===== src/rtl/morph_filter_nxn.sv =====
// Binary KxK morphology stage (erosion / dilation / bypass) for the
// frame-difference motion path. The window is bottom-right aligned on the
// current pixel. Out-of-frame window positions take the neutral value of
// the active operation. Latency is fixed at 3 clocks for pixels and framing.
module morph_filter_nxn #(
   parameter int IMG_HDISP = 640,
   parameter int IMG_VDISP = 480,
   parameter int KSIZE     = 5
) (
   input  logic       clk,
   input  logic       rst_n,
   input  logic [1:0] mode,
   input  logic       per_frame_vsync,
   input  logic       per_frame_href,
   input  logic       per_frame_clken,
   input  logic       per_img_Bit,
   output logic       post_frame_vsync,
   output logic       post_frame_href,
   output logic       post_frame_clken,
   output logic       post_img_Bit
);
   localparam int CW  = (IMG_HDISP > 1) ? $clog2(IMG_HDISP) : 1;
   localparam int RW  = (IMG_VDISP > 1) ? $clog2(IMG_VDISP) : 1;
   localparam int KM1 = KSIZE - 1;
   localparam logic [CW-1:0] COL_MAX = CW'(IMG_HDISP - 1);
   localparam logic [RW-1:0] ROW_MAX = RW'(IMG_VDISP - 1);

   typedef enum logic [1:0] {
      MODE_ERODE  = 2'b00,
      MODE_DILATE = 2'b01,
      MODE_BYPASS = 2'b10
   } mode_e;

   generate
      if (KSIZE != 3 && KSIZE != 5) begin : g_bad_ksize
         $error("morph_filter_nxn: KSIZE must be 3 or 5");
      end
   endgenerate

   // Framing delay lines; stage 0 doubles as the previous-cycle value for edge detection.
   logic [2:0]                  vs_q, hr_q, ce_q;
   logic [1:0]                  bit_q;
   logic [CW-1:0]               col_q, col_d;
   logic [RW-1:0]               row_q, row_d;
   mode_e                       active_mode_q, active_mode_d;
   logic                        frame_ok_q, frame_ok_d;
   // win_q[j] holds window row j (0 = current line); bit k is column age k (0 = current pixel).
   logic [KSIZE-1:0][KSIZE-1:0] win_q, win_d;
   logic [KSIZE-1:0]            rowred_q, rowred_d;
   logic                        out_q, out_d;
   logic                        red3;

   // Per-column vertical history of the previous KSIZE-1 lines; bit 0 is the line above.
   logic [KM1-1:0]              lb_q [IMG_HDISP];
   logic [KM1-1:0]              lb_rd;
   logic [KSIZE-1:0]            col_new;

   logic vs_rise, href_fall, pix_en, is_dil, is_byp, neutral;

   assign vs_rise   = per_frame_vsync & ~vs_q[0];
   assign href_fall = ~per_frame_href & hr_q[0];
   assign pix_en    = per_frame_href & per_frame_clken;
   assign is_dil    = (active_mode_q == MODE_DILATE);
   assign is_byp    = (active_mode_q == MODE_BYPASS);
   assign neutral   = ~is_dil;
   assign lb_rd     = lb_q[col_q];

   // Position counters, per-frame mode latch and first-frame qualifier.
   always_comb begin
      col_d         = col_q;
      row_d         = row_q;
      active_mode_d = active_mode_q;
      frame_ok_d    = frame_ok_q;
      if (href_fall) begin
         col_d = '0;
      end else if (pix_en && col_q != COL_MAX) begin
         col_d = col_q + 1'b1;
      end
      // A vsync rise beats a coincident href fall: the row restarts.
      if (vs_rise) begin
         row_d         = '0;
         active_mode_d = mode[1] ? MODE_BYPASS : mode_e'(mode);
         frame_ok_d    = 1'b1;
      end else if (href_fall && row_q != ROW_MAX) begin
         row_d = row_q + 1'b1;
      end
   end

   // Stage 1: build the incoming window column with row padding, then shift the window.
   always_comb begin
      col_new    = {KSIZE{neutral}};
      col_new[0] = per_img_Bit;
      for (int j = 1; j < KSIZE; j++) begin
         if (int'(row_q) >= j) col_new[j] = lb_rd[j-1];
      end
      win_d = win_q;
      if (pix_en) begin
         for (int j = 0; j < KSIZE; j++) begin
            // First pixel of a line: older columns lie left of the frame.
            if (col_q == '0) win_d[j] = {{KM1{neutral}}, col_new[j]};
            else             win_d[j] = {win_q[j][KSIZE-2:0], col_new[j]};
         end
      end
   end

   // Stages 2 and 3: per-row reduction, then cross-row reduction and output gating.
   always_comb begin
      for (int j = 0; j < KSIZE; j++) begin
         rowred_d[j] = is_dil ? (|win_q[j]) : (&win_q[j]);
      end
      red3  = is_dil ? (|rowred_q) : (&rowred_q);
      out_d = frame_ok_q & hr_q[1] & (is_byp ? bit_q[1] : red3);
   end

   // Pipeline, counter and control registers.
   always_ff @(posedge clk) begin
      if (!rst_n) begin
         vs_q          <= '0;
         hr_q          <= '0;
         ce_q          <= '0;
         bit_q         <= '0;
         col_q         <= '0;
         row_q         <= '0;
         active_mode_q <= MODE_ERODE;
         frame_ok_q    <= 1'b0;
         win_q         <= '0;
         rowred_q      <= '0;
         out_q         <= 1'b0;
      end else begin
         vs_q          <= {vs_q[1:0], per_frame_vsync};
         hr_q          <= {hr_q[1:0], per_frame_href};
         ce_q          <= {ce_q[1:0], per_frame_clken};
         bit_q         <= {bit_q[0], per_img_Bit};
         col_q         <= col_d;
         row_q         <= row_d;
         active_mode_q <= active_mode_d;
         frame_ok_q    <= frame_ok_d;
         win_q         <= win_d;
         rowred_q      <= rowred_d;
         out_q         <= out_d;
      end
   end

   // Line-buffer write; stale contents are masked by row padding, so no clear is needed.
   always_ff @(posedge clk) begin
      if (rst_n && pix_en) begin
         lb_q[col_q] <= {lb_rd[KM1-2:0], per_img_Bit};
      end
   end

   assign post_frame_vsync = vs_q[2];
   assign post_frame_href  = hr_q[2];
   assign post_frame_clken = ce_q[2];
   assign post_img_Bit     = out_q;

endmodule


===== config.mk =====
export PLATFORM = sky130hd
export DESIGN_NAME = morph_filter_nxn
export DESIGN_NICKNAME = d
export VERILOG_FILES = /design/src/rtl/morph_filter_nxn.sv
export SDC_FILE = /design/constraint.sdc
export NUM_CORES = 2
export LEC_CHECK = 0
export ABC_CLOCK_PERIOD_IN_PS = 34700
export CORE_MARGIN = 2
export CORE_UTILIZATION = 38
export CTS_CLUSTER_DIAMETER = 40
export DETAILED_ROUTE_END_ITERATION = 16
export GPL_ROUTABILITY_DRIVEN = 0
export RECOVER_POWER = 25
export SLEW_MARGIN = 10
export SYNTH_ARGS = -nofsm -noshare
export SYNTH_HDL_FRONTEND = slang
export SYNTH_SLANG_ARGS = --single-unit

===== constraint.sdc =====
create_clock -name clk -period 34.7 [get_ports clk]
set_clock_uncertainty 0.2 [all_clocks]
set_input_delay 6.94 -clock clk [delete_from_list [all_inputs] [get_ports clk]]
set_output_delay 6.94 -clock clk [all_outputs]
set_load 0.02 [all_outputs]

==> reports/results.tsv <==
stage	metric	value	unit
setup_path	crit_path_top_delay_cell	clkbuf_1	
floorplan	die_h	528.3	um
floorplan	rows	192	
cells_and_area	fin_cells	9402	
yosys	syn-mean-instance-area	19.61	sq um
cells_and_area	final_area	120800	sq um
drt	drtAntennaViolNets	0	
place	dp_hpwl	181.3	mm
drt	first_pass_iters	8	
clock_network	clock_sinks	2634	
place	portBuffers	11	
clock_network	tritoncts.num_buffers	367	
yosys	synth_area	104500	sq um
yosys	syn_nets	5343	
global_routing	antenna_found_initial	28	
drt	via_count	55460	
drt	wirelength	302.6	mm
place	dpl_cell_area	108500	sq um
clock_network	cts_buffer_depth	4	
yosys	ys_types	76	
setup_path	r2r_cells	16	
place	post-place-cells	8735	
timing	min_period	20.76	ns
setup_path	required	33.88	ns
setup_path	critical-path-top-cell-by-count	clkbuf_1	
yosys	synth_edf_count	2560	
outcome	violations	capacitance limit, slew limit	
timing	slew_headroom	-5.015	
timing	fmax	48.16	MHz
timing	post-route-period-util	0.5984	
timing	setup_tns	0	ns
global_routing	grt_pass1_wl	425.9	mm
drt	drcViolationCount	0	
min_path	hp-class	reg -> reg	
clock_network	cts-root-buf	clkbuf_16	
setup_path	crit_arrival	19.94	ns
cells_and_area	mostFrequentLayoutCells	edfxtp_1, nor2_1, mux4_2	
global_routing	grt_max_degree	204	
drt	route.detailed.wl_per_inst	32.19	um
clock_network	holdBufCountCts	0	
pwr	power_leakage	36.38	nW
outcome	status	finished with violations	
drt	drt-initial-drc-count	8062	
timing	setup_viol	0	
clock_network	cts_tree	yes	
clock_network	cts_setup_buffers	0	
floorplan	fp.dieArea	279100	sq um
global_routing	grt_pass1_vias	55350	
timing	worst_pin_slew	9.023	ns
pwr	powerDensity	62.76	nW/um^2
floorplan	initial_core_util	0.3818	
floorplan	dieWidth	528.3	um
setup_path	cp-start-kind	primary input	
yosys	syn-instance-count	5328	
yosys	ys_ff_latch	2634	
floorplan	core_area	273600	sq um
cells_and_area	syn_to_final_growth	15.66	%
clock_network	clkTransAtPathRegs	0.05	ns
yosys	seq_area_frac_synth	0.7500	
timing	rsz0062_at_grt	no	
global_routing	gr-usage-all-layers	0.2144	
clock_network	htree_levels	5	
yosys	ys.flop_type	edfxtp_1	
setup_path	max_stage_delay	6.38	ns
yosys	async_reset_ff_frac	0	
yosys	ys_warn_count	0	
cells_and_area	final_common_cell	edfxtp_1	
min_path	hold_path_depth	2	
setup_path	worstPathMaxFanout	187	
cells_and_area	final_nets	5530	
global_routing	overflow	0	
setup_path	crit_chain	clkbuf_1, clkbuf_1, clkbuf_1	
clock_network	clk_latency	1.00	ns
setup_path	cp-end-kind	flip-flop	
setup_path	crit_type	in -> reg	
timing	finalHoldViolCount	0	
drt	viasPerCell	5.899	
floorplan	io_pins	12	
timing	slew_violations	1416	
clock_network	cts_resized	0	
run	drv_cap	22	
cells_and_area	final_core_utilization	0.4416	
cells_and_area	drive_gt1_frac	0.2547	
pwr	vdd_ir_drop_max	53.10	uV
-- area by class of cell --
cell class,instances,area [sq um]
diodes,9,22.52
clock buffers,402,9507
clock inverters,256,2947
fillers,22880,152800
inverters,11,43.79
multi-input cells,2323,24080
flip-flops and latches,2634,78380
well taps,3589,4491
repair buffers,178,1358
-- cells in the mapped netlist, types with 11 or more instances --
library cell,n,area share
nor4_1,11,0.00066
nand3_1,76,0.0036
buf_4,57,0.0041
o22ai_1,43,0.0026
buf_6,31,0.0033
mux2_2,19,0.0020
nor3_1,46,0.0022
mux2i_1,108,0.010
dfxtp_1,74,0.014
inv_1,11,0.00040
a22oi_1,82,0.0059
mux4_2,658,0.14
nor2b_1,52,0.0031
buf_2,86,0.0041
buf_1,11,0.00040
and2_1,37,0.0022
edfxtp_1,2560,0.74
nor2_1,706,0.025
nand2b_1,22,0.0013
o21ai_0,34,0.0016
a31oi_1,13,0.00078
a211oi_1,18,0.0013
a21oi_1,98,0.0047
nand4_1,30,0.0018
clkbuf_1,161,0.0058
and3_1,11,0.00066
nand2_1,101,0.0036
-- final timing paths --
kind | startpoint | endpoint | slack [ns]
hold / removal | frame_ok_q$_SDFFE_PN0P_ | post_img_Bit$_SDFF_PN0_ | 0.23
setup reg to reg | flip-flop | lb_q[636][2]$_DFFE_PP_ | 14.44
hold reg to reg | frame_ok_q$_SDFFE_PN0P_ | post_img_Bit$_SDFF_PN0_ | 0.23
setup / recovery | per_img_Bit | lb_q[59][0]$_DFFE_PP_ | 13.94
-- per-stage QoR --
step                power [mW]  worst slack (ns)  hold slack [ns]
floorplan                3.806             21.13           0.2099
global placement         3.840             23.88           0.2147
detailed placement       3.842             23.82           0.2206
CTS                      7.608             24.34           0.2323
global route             7.760             12.41           0.2539
finish                   7.583             13.94           0.2302
-- report_power, final --
| part | switching [mW] | internal [mW] |
|---|---|---|
| Clock | 1.45 | 2.35 |
| Sequential | 0.00365 | 3.53 |
| Combinational | 0.168 | 0.0837 |
-- sequential cells by signal, summed over array words and instances (netlist names), 2 cells and up, named ones only --
register / cells
vs_q: 3
win_q: 25
col_q: 10
bit_q: 2
ce_q: 3
row_q: 9
lb_q: 2560
hr_q: 3
rowred_q: 5
active_mode_q: 2
-- metal layers --
layer / share of wire / up-vias / global-route usage
met2: 0.46 / 3316 / 0.3247
met1: 0.39 / 29300 / 0.2961
met4: 0.043 / 16 / 0.08588
met3: 0.11 / 636 / 0.05464
met5: 0.00037 / - / 0
li1: - / 22190 / -
-- worst max-delay path, delay by kind of cell --
| family | cells | cell delay, ns |
|---|---|---|
| buf+inv | 3 | 12.67 |
-- logic make-up (layout without fill, tap and decap cells) --
logic type                 Yosys count  after routing  share of synthesized area
AOI/OAI and AO/OA                  381            381                    0.02442
xor gates and xnor gates            15             15                   0.001258
adders and majority gates            7              7                  0.0008383
buffers and inverters              371            847                    0.02048
DFF                               2634           2634                     0.7500
muxes                              791            791                     0.1558
other                                0              9                          0
and+or+nand+nor                   1129           1129                    0.04720
Note: power is estimated with default switching activity, not from simulation.
